===== src/rtl/decoder_strobe_pkg.sv =====
// Shared types and constants for the decoder_strobe block.
package decoder_strobe_pkg;

    localparam int CODE_W = 2;
    localparam int LINES  = 4;

    typedef enum logic [1:0] {
        ST_IDLE  = 2'd0,
        ST_HOLD  = 2'd1,
        ST_DRAIN = 2'd2
    } state_t;

endpackage


===== src/rtl/decoder_strobe_dec2to4.sv =====
// Combinational 2-to-4 one-hot decoder with enable.
module dec2to4
    import decoder_strobe_pkg::*;
(
    input  logic [CODE_W-1:0] code,
    input  logic              en,
    output logic [LINES-1:0]  onehot
);

    always_comb begin
        onehot = '0;
        if (en) begin
            onehot[code] = 1'b1;
        end
    end

endmodule


===== src/rtl/decoder_strobe.sv =====
// Held one-hot strobe with valid/ready completion and optional per-line
// hit counters (enabled by DECODER_STROBE_HITCNT_EN).
module decoder_strobe
    import decoder_strobe_pkg::*;
#(
    parameter int HOLD  = 4,
    parameter int CNT_W = 8
) (
    input  logic               clk,
    input  logic               rst,
    input  logic               in_valid,
    input  logic [CODE_W-1:0]  in_code,
    input  logic               in_en,
    output logic               in_ready,
    output logic [LINES-1:0]   out_onehot,
    output logic               out_valid,
    input  logic               out_ready,
    output logic               busy,
    output logic [LINES*CNT_W-1:0] hit_cnt
);

    state_t           state_q, state_d;
    logic [7:0]       cnt_q, cnt_d;
    logic [LINES-1:0] onehot_q, onehot_d;
    logic             valid_q, valid_d;
    logic             busy_q, busy_d;
    logic [LINES-1:0] dec_onehot;
    logic             accept;

    dec2to4 u_dec (
        .code   (in_code),
        .en     (in_en),
        .onehot (dec_onehot)
    );

    always_comb begin
        in_ready = 1'b0;
        if (!rst) begin
            unique case (state_q)
                ST_IDLE:  in_ready = 1'b1;
                ST_DRAIN: in_ready = out_ready;
                default:  in_ready = 1'b0;
            endcase
        end
    end

    assign accept = in_valid && in_ready;

    always_comb begin
        state_d  = state_q;
        cnt_d    = cnt_q;
        onehot_d = onehot_q;
        valid_d  = valid_q;
        busy_d   = busy_q;
        unique case (state_q)
            ST_IDLE: begin
                if (accept) begin
                    state_d  = ST_HOLD;
                    cnt_d    = 8'(HOLD - 1);
                    onehot_d = dec_onehot;
                    busy_d   = 1'b1;
                end
            end
            ST_HOLD: begin
                if (cnt_q == 8'd0) begin
                    state_d = ST_DRAIN;
                    valid_d = 1'b1;
                end else begin
                    cnt_d = cnt_q - 8'd1;
                end
            end
            ST_DRAIN: begin
                if (accept) begin
                    // completion and next request share one edge
                    state_d  = ST_HOLD;
                    cnt_d    = 8'(HOLD - 1);
                    onehot_d = dec_onehot;
                    valid_d  = 1'b0;
                end else if (out_ready) begin
                    state_d  = ST_IDLE;
                    onehot_d = '0;
                    valid_d  = 1'b0;
                    busy_d   = 1'b0;
                end
            end
            default: begin
                state_d  = ST_IDLE;
                onehot_d = '0;
                valid_d  = 1'b0;
                busy_d   = 1'b0;
                cnt_d    = 8'd0;
            end
        endcase
    end

    always_ff @(posedge clk) begin
        if (rst) begin
            state_q  <= ST_IDLE;
            cnt_q    <= 8'd0;
            onehot_q <= '0;
            valid_q  <= 1'b0;
            busy_q   <= 1'b0;
        end else begin
            state_q  <= state_d;
            cnt_q    <= cnt_d;
            onehot_q <= onehot_d;
            valid_q  <= valid_d;
            busy_q   <= busy_d;
        end
    end

    assign out_onehot = onehot_q;
    assign out_valid  = valid_q;
    assign busy       = busy_q;

`ifdef DECODER_STROBE_HITCNT_EN
    logic [LINES-1:0][CNT_W-1:0] hit_q, hit_d;

    always_comb begin
        hit_d = hit_q;
        if (accept && in_en && (hit_q[in_code] != '1)) begin
            hit_d[in_code] = hit_q[in_code] + CNT_W'(1);
        end
    end

    always_ff @(posedge clk) begin
        if (rst) begin
            hit_q <= '0;
        end else begin
            hit_q <= hit_d;
        end
    end

    assign hit_cnt = hit_q;
`else
    assign hit_cnt = '0;
`endif

endmodule


===== config.mk =====
export PLATFORM = sky130hd
export DESIGN_NAME = decoder_strobe
export DESIGN_NICKNAME = d
export VERILOG_FILES = /design/src/rtl/decoder_strobe_pkg.sv /design/src/rtl/decoder_strobe_dec2to4.sv /design/src/rtl/decoder_strobe.sv
export SDC_FILE = /design/constraint.sdc
export NUM_CORES = 1
export LEC_CHECK = 0
export CORE_ASPECT_RATIO = 0.75
export CORE_MARGIN = 3
export CORE_UTILIZATION = 47
export CTS_BUF_LIST = sky130_fd_sc_hd__clkbuf_2 sky130_fd_sc_hd__clkbuf_4 sky130_fd_sc_hd__clkbuf_8
export DETAILED_ROUTE_END_ITERATION = 12
export GPL_TIMING_DRIVEN = 0
export PLACE_DENSITY_LB_ADDON = 0.12
export SLEW_MARGIN = 20
export SYNTH_ARGS = -nofsm -noshare
export SYNTH_HDL_FRONTEND = slang
export SYNTH_SLANG_ARGS = --single-unit

===== constraint.sdc =====
create_clock -name clk -period 2.53 [get_ports clk]
set_clock_uncertainty 0.15 [all_clocks]
set_input_delay 0.253 -clock clk [delete_from_list [all_inputs] [get_ports clk]]
set_output_delay 0.253 -clock clk [all_outputs]
set_load 0.005 [all_outputs]

==> flow_summary.html <==
<table>
<tr><th>Metric</th><th>Value</th></tr>
<tr><th colspan="2">Run status</th></tr>
<tr><td>Outcome</td><td>finished clean</td></tr>
<tr><th colspan="2">Setup path</th></tr>
<tr><td>Worst Reg-to-Reg Cells</td><td>6</td></tr>
<tr><td>Buffers and inverters on the worst path</td><td>3</td></tr>
<tr><td>Largest incremental delay on the critical path</td><td>0.53 ns</td></tr>
<tr><td>Cell chain of the critical path</td><td>clkdlybuf4s50_1 &gt; clkbuf_1 &gt; nor3_1 &gt; clkdlybuf4s50_1</td></tr>
<tr><td>Slowest library cell on the worst path</td><td>clkdlybuf4s50_1</td></tr>
<tr><td>Crit-path max FO</td><td>10</td></tr>
<tr><td>Worst endpoint data arrival time</td><td>1.75 ns</td></tr>
<tr><td>Startpoint class of the critical path</td><td>primary input</td></tr>
<tr><td>Most prevalent standard cell on the critical path</td><td>clkdlybuf4s50_1</td></tr>
<tr><td>Cell family contributing the most delay on the critical path</td><td>buffers and inverters</td></tr>
<tr><td>Crit. End Element</td><td>output pin</td></tr>
<tr><td>Worst reg-to-reg setup slack</td><td>0.65 ns</td></tr>
<tr><td>Worst endpoint required time</td><td>2.13 ns</td></tr>
<tr><td>Start-to-end type of the worst setup path</td><td>primary input to output pin</td></tr>
<tr><td>End of the worst register-to-register path</td><td>cnt_q[7]$_SDFFE_PP0P_</td></tr>
<tr><td>Reg2reg start</td><td>cnt_q[0]$_SDFFE_PP0P_</td></tr>
<tr><th colspan="2">GRT</th></tr>
<tr><td>Number of global-route vias before repair</td><td>896</td></tr>
<tr><td>Overall global routing resource usage</td><td>16.9%</td></tr>
<tr><td>Congestion Overflow GR</td><td>0</td></tr>
<tr><td>Antenna violations before repair</td><td>0</td></tr>
<tr><td>First-pass GRT wire length</td><td>3.65 mm</td></tr>
<tr><td>Largest net degree at the start of global routing</td><td>11</td></tr>
<tr><th colspan="2">Clocking</th></tr>
<tr><td>Number of buffers added by the clock tree synthesis step</td><td>3</td></tr>
<tr><td>Clock root buffer master</td><td>clkbuf_4</td></tr>
<tr><td>Reg clk slew, reported paths</td><td>0.10 ns</td></tr>
<tr><td>TritonCTS clock tree</td><td>done</td></tr>
<tr><td>Clock buffer depth</td><td>2</td></tr>
<tr><td>Cts-stage hold buffer count</td><td>0</td></tr>
<tr><td>Buffer count from post-CTS setup fixing</td><td>0</td></tr>
<tr><td>Post-cts sizing count</td><td>0</td></tr>
<tr><td>Clk Latency, worst-skew pair</td><td>0.29 ns</td></tr>
<tr><td>TritonCTS Sinks</td><td>16</td></tr>
<tr><td>Number of levels in the clock H-tree</td><td>1</td></tr>
<tr><th colspan="2">Drt</th></tr>
<tr><td>Vias per cell</td><td>4.54</td></tr>
<tr><td>Number of DRC violations after detailed-routing iteration 0</td><td>56</td></tr>
<tr><td>Post-route antenna net violation count</td><td>0</td></tr>
<tr><td>First-pass iteration count of the detailed router</td><td>4</td></tr>
<tr><td>Detailed Route WL</td><td>2.30 mm</td></tr>
<tr><td>DRC violations left</td><td>0</td></tr>
<tr><td>Routed wirelength normalized by instance count</td><td>10.7 um</td></tr>
<tr><td>Via count</td><td>976</td></tr>
<tr><th colspan="2">Timing</th></tr>
<tr><td>Total negative setup slack</td><td>0 ns</td></tr>
<tr><td>Fmax</td><td>0.464 GHz</td></tr>
<tr><td>Slew at the pin with the worst max-slew slack</td><td>0.667 ns</td></tr>
<tr><td>Unrepaired setup endpoints after global routing</td><td>no</td></tr>
<tr><td>Post-layout min period</td><td>2.15 ns</td></tr>
<tr><td>Count of final setup violators</td><td>0</td></tr>
<tr><td>Final hold violations</td><td>0</td></tr>
<tr><td>Max-Slew Margin vs Limit</td><td>55.5%</td></tr>
<tr><td>Worst slack on hold paths</td><td>0.326 ns</td></tr>
<tr><td>Number of slew-limit violations in the final report</td><td>0</td></tr>
<tr><td>Crit path setup slack, layout</td><td>0.377 ns</td></tr>
<tr><td>Final period utilization</td><td>85.1%</td></tr>
<tr><th colspan="2">Hold path</th></tr>
<tr><td>Worst hold path startpoint</td><td>out_valid$_SDFFE_PP0P_</td></tr>
<tr><td>Min-delay worst type</td><td>flop to flop</td></tr>
<tr><td>Hold EP</td><td>out_valid$_SDFFE_PP0P_</td></tr>
<tr><td>Number of cells traversed by the worst hold path</td><td>2</td></tr>
<tr><th colspan="2">Placed design</th></tr>
<tr><td>Placed cell count</td><td>211</td></tr>
<tr><td>Post-DP HPWL</td><td>1.90 mm</td></tr>
<tr><td>Place WS</td><td>0.370 ns</td></tr>
<tr><td>PortBufs</td><td>13</td></tr>
<tr><td>Dpl cell area</td><td>1390 um^2</td></tr>
<tr><td>Weighted congestion at the end of routability-driven global placement</td><td>0.780</td></tr>
<tr><th colspan="2">Yosys</th></tr>
<tr><td>Netlist area before placement</td><td>1110 um^2</td></tr>
<tr><td>Synth Flop Type</td><td>dfxtp_1</td></tr>
<tr><td>Share of synthesized registers carrying an async set or reset</td><td>0%</td></tr>
<tr><td>Count of warnings emitted by yosys</td><td>0</td></tr>
<tr><td>Flip-flop and latch count after synthesis</td><td>16</td></tr>
<tr><td>Number of instances in the synthesized netlist</td><td>135</td></tr>
<tr><td>Library cells used by synthesis</td><td>34</td></tr>
<tr><td>Proportion of synthesized chip area in sequential cells</td><td>29.0%</td></tr>
<tr><td>EDFF count, synth</td><td>0</td></tr>
<tr><td>Syn_area_per_cell</td><td>8.19 um^2</td></tr>
<tr><th colspan="2">Layout</th></tr>
<tr><td>P&amp;R area growth vs syn</td><td>29.2%</td></tr>
<tr><td>Share of post-route cells with drive strength above 1</td><td>22.4%</td></tr>
<tr><td>Design Area, Final</td><td>1430 um^2</td></tr>
<tr><td>Count of inserted antenna diode cells</td><td>0</td></tr>
<tr><td>Count of placed standard cells in the final layout, fillers left out</td><td>215</td></tr>
<tr><td>Post-layout net count</td><td>193</td></tr>
<tr><th colspan="2">Power</th></tr>
<tr><td>Pwr dens</td><td>623 nW/um^2</td></tr>
<tr><td>Max rail drop VDD</td><td>0.000286 V</td></tr>
<tr><td>Cell leakage power</td><td>0.695 nW</td></tr>
<tr><th colspan="2">Floorplan</th></tr>
<tr><td>Die Height</td><td>48.0 um</td></tr>
<tr><td>Die Wd</td><td>62.0 um</td></tr>
<tr><td>Number of rows created at floorplan</td><td>14</td></tr>
<tr><td>Placeable core region</td><td>2120 um^2</td></tr>
<tr><td>Initial cell density of the core</td><td>52.2%</td></tr>
<tr><td>Die area</td><td>2980 um^2</td></tr>
<tr><td>Number of top-level design ports</td><td>46</td></tr>
<tr><th colspan="2">Flow run</th></tr>
<tr><td>Number of max-cap violations</td><td>0</td></tr>
</table>
==> cell families after synthesis <==
family	count (synthesis)	share of synthesized area, %
flops	16	29.0
mux	3	2.72
compound gates	23	16.0
other cells	1	0.339
simple gates	49	24.5
buf+inv	41	25.2
fa+ha+maj	2	2.26
==> report_power, final <==
group          total, mW  switching, mW  internal (mW)
clock network      0.175         0.0871         0.0876
registers          0.328         0.0372          0.290
logic              0.388          0.199          0.189
==> how the worst max path moves through the flow <==
stage | startpoint | to | slack, ns | cells after the start
global route | rst | in_ready | 0.27 | 4
floorplan | cnt_q[0]$_SDFFE_PP0P_ | cnt_q[5]$_SDFFE_PP0P_ | 0.82 | 6
CTS | rst | in_ready | 0.37 | 4
detailed placement | in_valid | cnt_q[7]$_SDFFE_PP0P_ | 0.37 | 5
finish | rst | in_ready | 0.38 | 4
global placement | rst | in_ready | 0.39 | 4
==> cell usage after synthesis (2+ instances only) <==
| cell | count | share of area (%) |
|---|---|---|
| a21boi_1 | 3 | 2.0 |
| a21oi_1 | 4 | 1.8 |
| a32oi_1 | 5 | 4.0 |
| buf_4 | 33 | 22 |
| clkbuf_1 | 2 | 0.68 |
| dfxtp_1 | 16 | 29 |
| ha_1 | 2 | 2.3 |
| inv_1 | 5 | 1.7 |
| mux2i_1 | 3 | 2.7 |
| nand2_1 | 7 | 2.4 |
| nand2b_1 | 4 | 2.3 |
| nand3_1 | 3 | 1.4 |
| nand4_1 | 3 | 1.7 |
| nor2_1 | 16 | 5.4 |
| nor2b_1 | 4 | 2.3 |
| nor3_1 | 2 | 0.91 |
| o31ai_1 | 3 | 2.0 |
| or3_1 | 2 | 1.1 |
| or4_1 | 3 | 2.0 |
==> through the flow <==
stage               utilization (%)  power [mW]
floorplan                         -       0.626
global placement               65.7       0.701
detailed placement             65.7       0.718
CTS                            67.4       0.893
global route                   67.4       0.971
finish                         67.4       0.890
==> worst min-delay path, cell delays in order, from the launching register on <==
cell	delay, ns
dfxtp_1	0.33
nand2_1	0.06
a21oi_1	0.05
==> cell type report <==
cell class              instances  area (um^2)
fillers                       202          691
well taps                      32         40.0
plain buffers                  36          260
clock buffers                   4         36.3
inverters                       5         18.8
multi-input cells             109          623
flip-flops and latches         16          320
repair buffers                 13          130
==> cell usage in the layout (no fill, tap or decap), types with 2 or more instances in the layout <==
master,n
buf_4,33
conb_1,32
nor2_1,16
dfxtp_1,16
clkdlybuf4s50_1,13
nand2_1,7
inv_1,5
a32oi_1,5
nor2b_1,4
nand2b_1,4
a21oi_1,4
nand3_1,3
o31ai_1,3
or4_1,3
a21boi_1,3
nand4_1,3
mux2i_1,3
clkbuf_4,3
clkbuf_1,2
nor3_1,2
or3_1,2
ha_1,2
==> per-layer routing <==
| layer | up-vias | part of all wire [%] | track usage [%] | routed length (um) |
|---|---|---|---|---|
| met5 | - | 0 | 0 | 0 |
| met4 | 0 | 0.69 | 3.81 | 16 |
| met3 | 2 | 8.0 | 6.47 | 184 |
| met2 | 37 | 50 | 30.6 | 1150 |
| met1 | 431 | 41 | 19.0 | 953 |
| li1 | 506 | - | - | - |
==> registers in the layout, summed over array words and instances, names as in the netlist <==
signal and count:
cnt_q 8, out_valid 1, out_onehot 4, busy 1, state_q 2
No activity file was read; power rests on OpenSTA's default activity.
